===== src/rtl/fifo_write_arbiter.sv =====
`default_nettype none
// ============================================================================
// Module      : fifo_write_arbiter
// Description : Round-robin arbiter that shares the single write port of a
//               synchronous FIFO among REQ_NUM requesters. Each grant is a
//               burst of up to BURST_LEN words from one requester, throttled
//               by the FIFO full flag.
// Ports       : clk               - rising-edge clock
//               rst_n             - asynchronous active-low reset
//               req_i             - per-requester "word available" flags
//               req_data_i        - packed words, requester i at [i*WIDTH +: WIDTH]
//               accept_o          - one-hot, word of requester i consumed this cycle
//               grant_o           - one-hot registered port owner, zero when idle
//               fifo_full_i       - FIFO full flag
//               fifo_write_req_o  - FIFO write strobe
//               fifo_write_data_o - FIFO write data
// Revision    : 1.0 - initial release
// ============================================================================
module fifo_write_arbiter #(
    parameter int REQ_NUM   = 4,
    parameter int WIDTH     = 8,
    parameter int BURST_LEN = 4
) (
    input  logic                     clk,
    input  logic                     rst_n,
    input  logic [REQ_NUM-1:0]       req_i,
    input  logic [REQ_NUM*WIDTH-1:0] req_data_i,
    output logic [REQ_NUM-1:0]       accept_o,
    output logic [REQ_NUM-1:0]       grant_o,
    input  logic                     fifo_full_i,
    output logic                     fifo_write_req_o,
    output logic [WIDTH-1:0]         fifo_write_data_o
);

    localparam int                IDX_W      = $clog2(REQ_NUM);
    localparam int                CNT_W      = $clog2(BURST_LEN) + 1;
    localparam logic [IDX_W-1:0]  C_PTR_RST  = IDX_W'(REQ_NUM - 1);
    localparam logic [IDX_W:0]    C_REQ_NUM  = (IDX_W + 1)'(REQ_NUM);
    localparam logic [CNT_W-1:0]  C_CNT_LAST = CNT_W'(BURST_LEN - 1);
    localparam logic [REQ_NUM-1:0] C_ONE     = {{(REQ_NUM-1){1'b0}}, 1'b1};

    typedef enum logic [0:0] {
        ST_IDLE  = 1'b0,
        ST_BURST = 1'b1
    } state_t;

    state_t              state_q;
    logic [IDX_W-1:0]    owner_q;
    logic [IDX_W-1:0]    ptr_q;
    logic [CNT_W-1:0]    cnt_q;
    logic [REQ_NUM-1:0]  grant_q;

    logic [IDX_W-1:0]    pick_d;
    logic                pick_found;
    logic [IDX_W:0]      cand;
    logic                owner_req;
    logic                acc_any;
    logic                burst_end;

    // Round-robin search: examine ptr+1, ptr+2, ... wrapping modulo REQ_NUM.
    // The first hit wins, so the requester just served is considered last.
    always_comb begin
        pick_d     = '0;
        pick_found = 1'b0;
        cand       = '0;
        for (int k = 1; k <= REQ_NUM; k++) begin
            cand = {1'b0, ptr_q} + (IDX_W + 1)'(k);
            if (cand >= C_REQ_NUM) begin
                cand = cand - C_REQ_NUM;
            end
            if (!pick_found && req_i[cand[IDX_W-1:0]]) begin
                pick_found = 1'b1;
                pick_d     = cand[IDX_W-1:0];
            end
        end
    end

    // A word moves only while bursting, the owner has data and the FIFO has room.
    assign owner_req = req_i[owner_q];
    assign acc_any   = (state_q == ST_BURST) && owner_req && !fifo_full_i;
    // Dropping req ends the burst even during a full stall.
    assign burst_end = !owner_req || (acc_any && (cnt_q == C_CNT_LAST));

    always_comb begin
        accept_o          = '0;
        fifo_write_data_o = '0;
        for (int i = 0; i < REQ_NUM; i++) begin
            if (owner_q == IDX_W'(i)) begin
                accept_o[i] = acc_any;
                if (state_q == ST_BURST) begin
                    fifo_write_data_o = req_data_i[i*WIDTH +: WIDTH];
                end
            end
        end
    end

    assign fifo_write_req_o = acc_any;
    assign grant_o          = grant_q;

    always_ff @(posedge clk or negedge rst_n) begin
        if (!rst_n) begin
            state_q <= ST_IDLE;
            owner_q <= '0;
            ptr_q   <= C_PTR_RST;
            cnt_q   <= '0;
            grant_q <= '0;
        end else begin
            case (state_q)
                ST_IDLE: begin
                    if (|req_i) begin
                        owner_q <= pick_d;
                        grant_q <= C_ONE << pick_d;
                        cnt_q   <= '0;
                        state_q <= ST_BURST;
                    end
                end
                ST_BURST: begin
                    if (burst_end) begin
                        state_q <= ST_IDLE;
                        grant_q <= '0;
                        ptr_q   <= owner_q;
                        cnt_q   <= '0;
                    end else if (acc_any) begin
                        cnt_q <= cnt_q + CNT_W'(1);
                    end
                end
                default: begin
                    state_q <= ST_IDLE;
                    grant_q <= '0;
                    cnt_q   <= '0;
                end
            endcase
        end
    end

endmodule
`default_nettype wire


===== config.mk =====
export PLATFORM = sky130hd
export DESIGN_NAME = fifo_write_arbiter
export DESIGN_NICKNAME = d
export VERILOG_FILES = /design/src/rtl/fifo_write_arbiter.sv
export SDC_FILE = /design/constraint.sdc
export NUM_CORES = 1
export LEC_CHECK = 0
export CAP_MARGIN = 40
export CORE_ASPECT_RATIO = 0.9
export CORE_MARGIN = 4
export CORE_UTILIZATION = 38
export CTS_CLUSTER_DIAMETER = 150
export DETAILED_ROUTE_END_ITERATION = 10
export PLACE_DENSITY = 0.8
export SYNTH_ARGS = -nofsm -noshare
export SYNTH_HDL_FRONTEND = slang
export SYNTH_SLANG_ARGS = --single-unit

===== constraint.sdc =====
create_clock -name clk -period 2.2 [get_ports clk]
set_input_delay 0.44 -clock clk [delete_from_list [all_inputs] [get_ports clk]]
set_output_delay 0.44 -clock clk [all_outputs]
set_load 0.05 [all_outputs]

==> reports/metrics.csv <==
metric,value,unit
Setup WS pre-CTS,-0.07444,ns
die footprint,3467,um^2
Clock Root Buffer,clkbuf_4,
Fmax,0.4571,GHz
Static Leak,0.0007439,uW
HPWL Detailed,2.512,mm
Global Route Usage Sum,0.1741,
"Largest stage delay, worst path",0.42,ns
Max transition margin,0.6440,
Critical Path Sink Type,primary output,
overall power,2191,uW
worst hold path type,flip-flop to flip-flop,
number of library cell types mapped by synthesis,34,
final hold viol count,0,
clock buffer depth,2,
Seq cells post-synth,12,
"FFs w/ async S/R, synth",1.000,
global-route wire length before repair,4.554,mm
number of max-cap violations,0,
Antenna Nets Post-Route,0,
final instance area,1690,um^2
Vias/cell,5.385,
vias in the first global route,1036,
post-synthesis simple-gate area fraction,0.1819,
crit path kind,input pin to primary output,
GP Congestion,0.7710,
syn_nets,125,
largest net degree at the start of global routing,15,
Starting Density,0.3986,
initial antenna violation count,0,
WL final,2.982,mm
Final Cycle Share,0.9943,
Worst Path Required,1.76,ns
Tmin final,2.188,ns
DR iter-0 viols,26,
"Reg clk slew, reported paths",0.07,ns
clk_lat worst skew,0.26,ns
Area growth syn-to-layout,71.88,%
IO buf count,55,
Syn Inst Count,84,
CP max FO,5,
Ys Warns,0,
die width,61.63,um
Die Span Y,56.26,um
Peak VDD IR,1041,uV
complex-gate fraction of the synthesized area,0.1489,
"Slew Viols, Final",0,
antenna cells,0,
Avg Inst Size Synth,11.71,um^2
H-tree Lvls,1,
CP Buf/Inv Count,2,
CTS tree,done,
Setup TNS,0,ns
Worst Slack Setup Final,0.01243,ns
post-cts hold buffer count,0,
main combinational cell family by area after synthesis,multiplexers,
layout cells sized above 1,0.3311,
CP Launch Type,input pin,
Post-Synth XOR/XNOR Area,0,
post-synthesis mux area share,0.2952,
Placement Cell Area,1643,um^2
Overflow after GRT,0,
routed len/inst,16.66,um
DR pass1 iterations,4,
Final #Nets,194,
Worst EP arrival,1.75,ns
RSZ-0062 raised after global routing,yes,
# clock sinks,12,
DRC Markers,0,
critical-path cell list,clkdlybuf4s50_1 -> mux2_4 -> a22oi_4 -> nor2_2 -> and3_1 -> buf_6,
total CTS buffers,3,
Worst Tran Pin Value,0.5323,ns
"EDFF count, synth",0,
Syn Std Cell Area,983.4,um^2
Vias,964,
top_reg_cell synth,dfrtp_1,
Synth Area in Adders,0.02545,
row count,17,
IO Pins,56,
core area,2467,um^2
clk_skew,0.003579,ns
Worst path slowest cell,clkdlybuf4s50_1,
sequential element share of the synthesized area,0.3079,
kind of cell adding the most delay to the critical path,buffers and inverters,
Final Setup Violations,0,
outcome,"complete, no violations",
cell area power density,1296,nW/um^2
-- cells in the mapped netlist (all sizes together), types with 2 or more instances --
library cell	count	area [um^2]
dfrtp	10	250.2
nand2	3	11.26
nand2b	2	12.51
nor4b	2	17.52
buf	3	21.27
mux2	6	75.07
mux4	8	195.2
clkbuf	2	7.510
o21bai	2	22.52
dfstp	2	52.55
inv	3	11.26
nor2b	5	31.28
a21oi	2	10.01
nor4	2	12.51
and2	9	56.30
o2bb2ai	2	17.52
a22o	2	17.52
a32o	2	20.02
ha	2	25.02
mux2i	2	20.02
nor2	3	11.26
-- per-layer routing --
layer,track usage,share of wire,vias to the layer above
li1,-,-,459
met1,0.1645,0.34,472
met2,0.3602,0.58,33
met3,0.04368,0.077,0
met4,0.01818,0,0
met5,0,0,-
-- through the flow --
stage / instances / util / hold WS, ns
after floorplan: 84 / - / 0.1444
after global placement: 175 / 0.6658 / 0.4796
after detailed placement: 175 / 0.6658 / 0.4820
after CTS: 179 / 0.6795 / 0.5025
after global routing: 179 / 0.6851 / 0.5335
final: 179 / 0.6851 / 0.5022
-- timing repair --
action / 4_1_cts / 5_1_grt
buffers inserted: 1 / 0
resized for setup: 6 / 5
endpoints found under the setup margin: 12 / 13
pin swaps: 1 / 0
endpoints found under the hold margin: 0 / 0
-- placed cells by master (no fill, tap or decap), drive strengths merged, types with 3 or more instances in the layout --
cell / n
buf: 27
nand2: 3
nor2b: 5
clkdlybuf4s50: 39
mux4: 8
inv: 3
mux2: 6
dlygate4sd2: 3
and2: 9
nor2: 3
clkbuf: 3
dfrtp: 10
-- worst paths after layout --
path / to / slack (ns) / start / cells after the start
worst max-delay path: accept_o[3] / 0.01 / req_i[1] / 6
worst min-delay path: grant_o[0] / 0.50 / grant_o[0] / 1
worst max register to register: cnt_q[0] / 0.50 / owner_q[0] / 6
worst min register to register: grant_o[0] / 0.50 / grant_o[0] / 1
max in group asynchronous: owner_q[0] / 1.30 / rst_n / 1
min in group asynchronous: grant_o[3] / 0.52 / rst_n / 1
-- cell families (layout without fill, tap and decap cells) --
family          count (synthesis)  count (layout)
compound gates                 16              16
fa+ha+maj                       2               2
buf+inv                         8              75
flops                          12              12
mux                            16              16
simple gates                   30              30
-- state kept, by name, indices dropped and copies added, names as in the netlist --
signal,flops
ptr_q,2
state_q,1
cnt_q,3
grant_o,4
owner_q,2
-- area by class of cell --
class	instances	area (um^2)
Fill cell	184	777.0
Multi-Input combinational cell	64	643.1
Clock buffer	3	22.52
Timing Repair Buffer	69	671.9
Tap cell	28	35.03
Sequential cell	12	306.5
Inverter	3	11.26
-- report_power, final --
part           switching [uW]  total [uW]  internal (uW)
clock network            66.1         129           63.2
registers                 117         447            330
logic                     885        1610            730
total                    1070        2190           1120
Power figures use the tool's default switching activity.
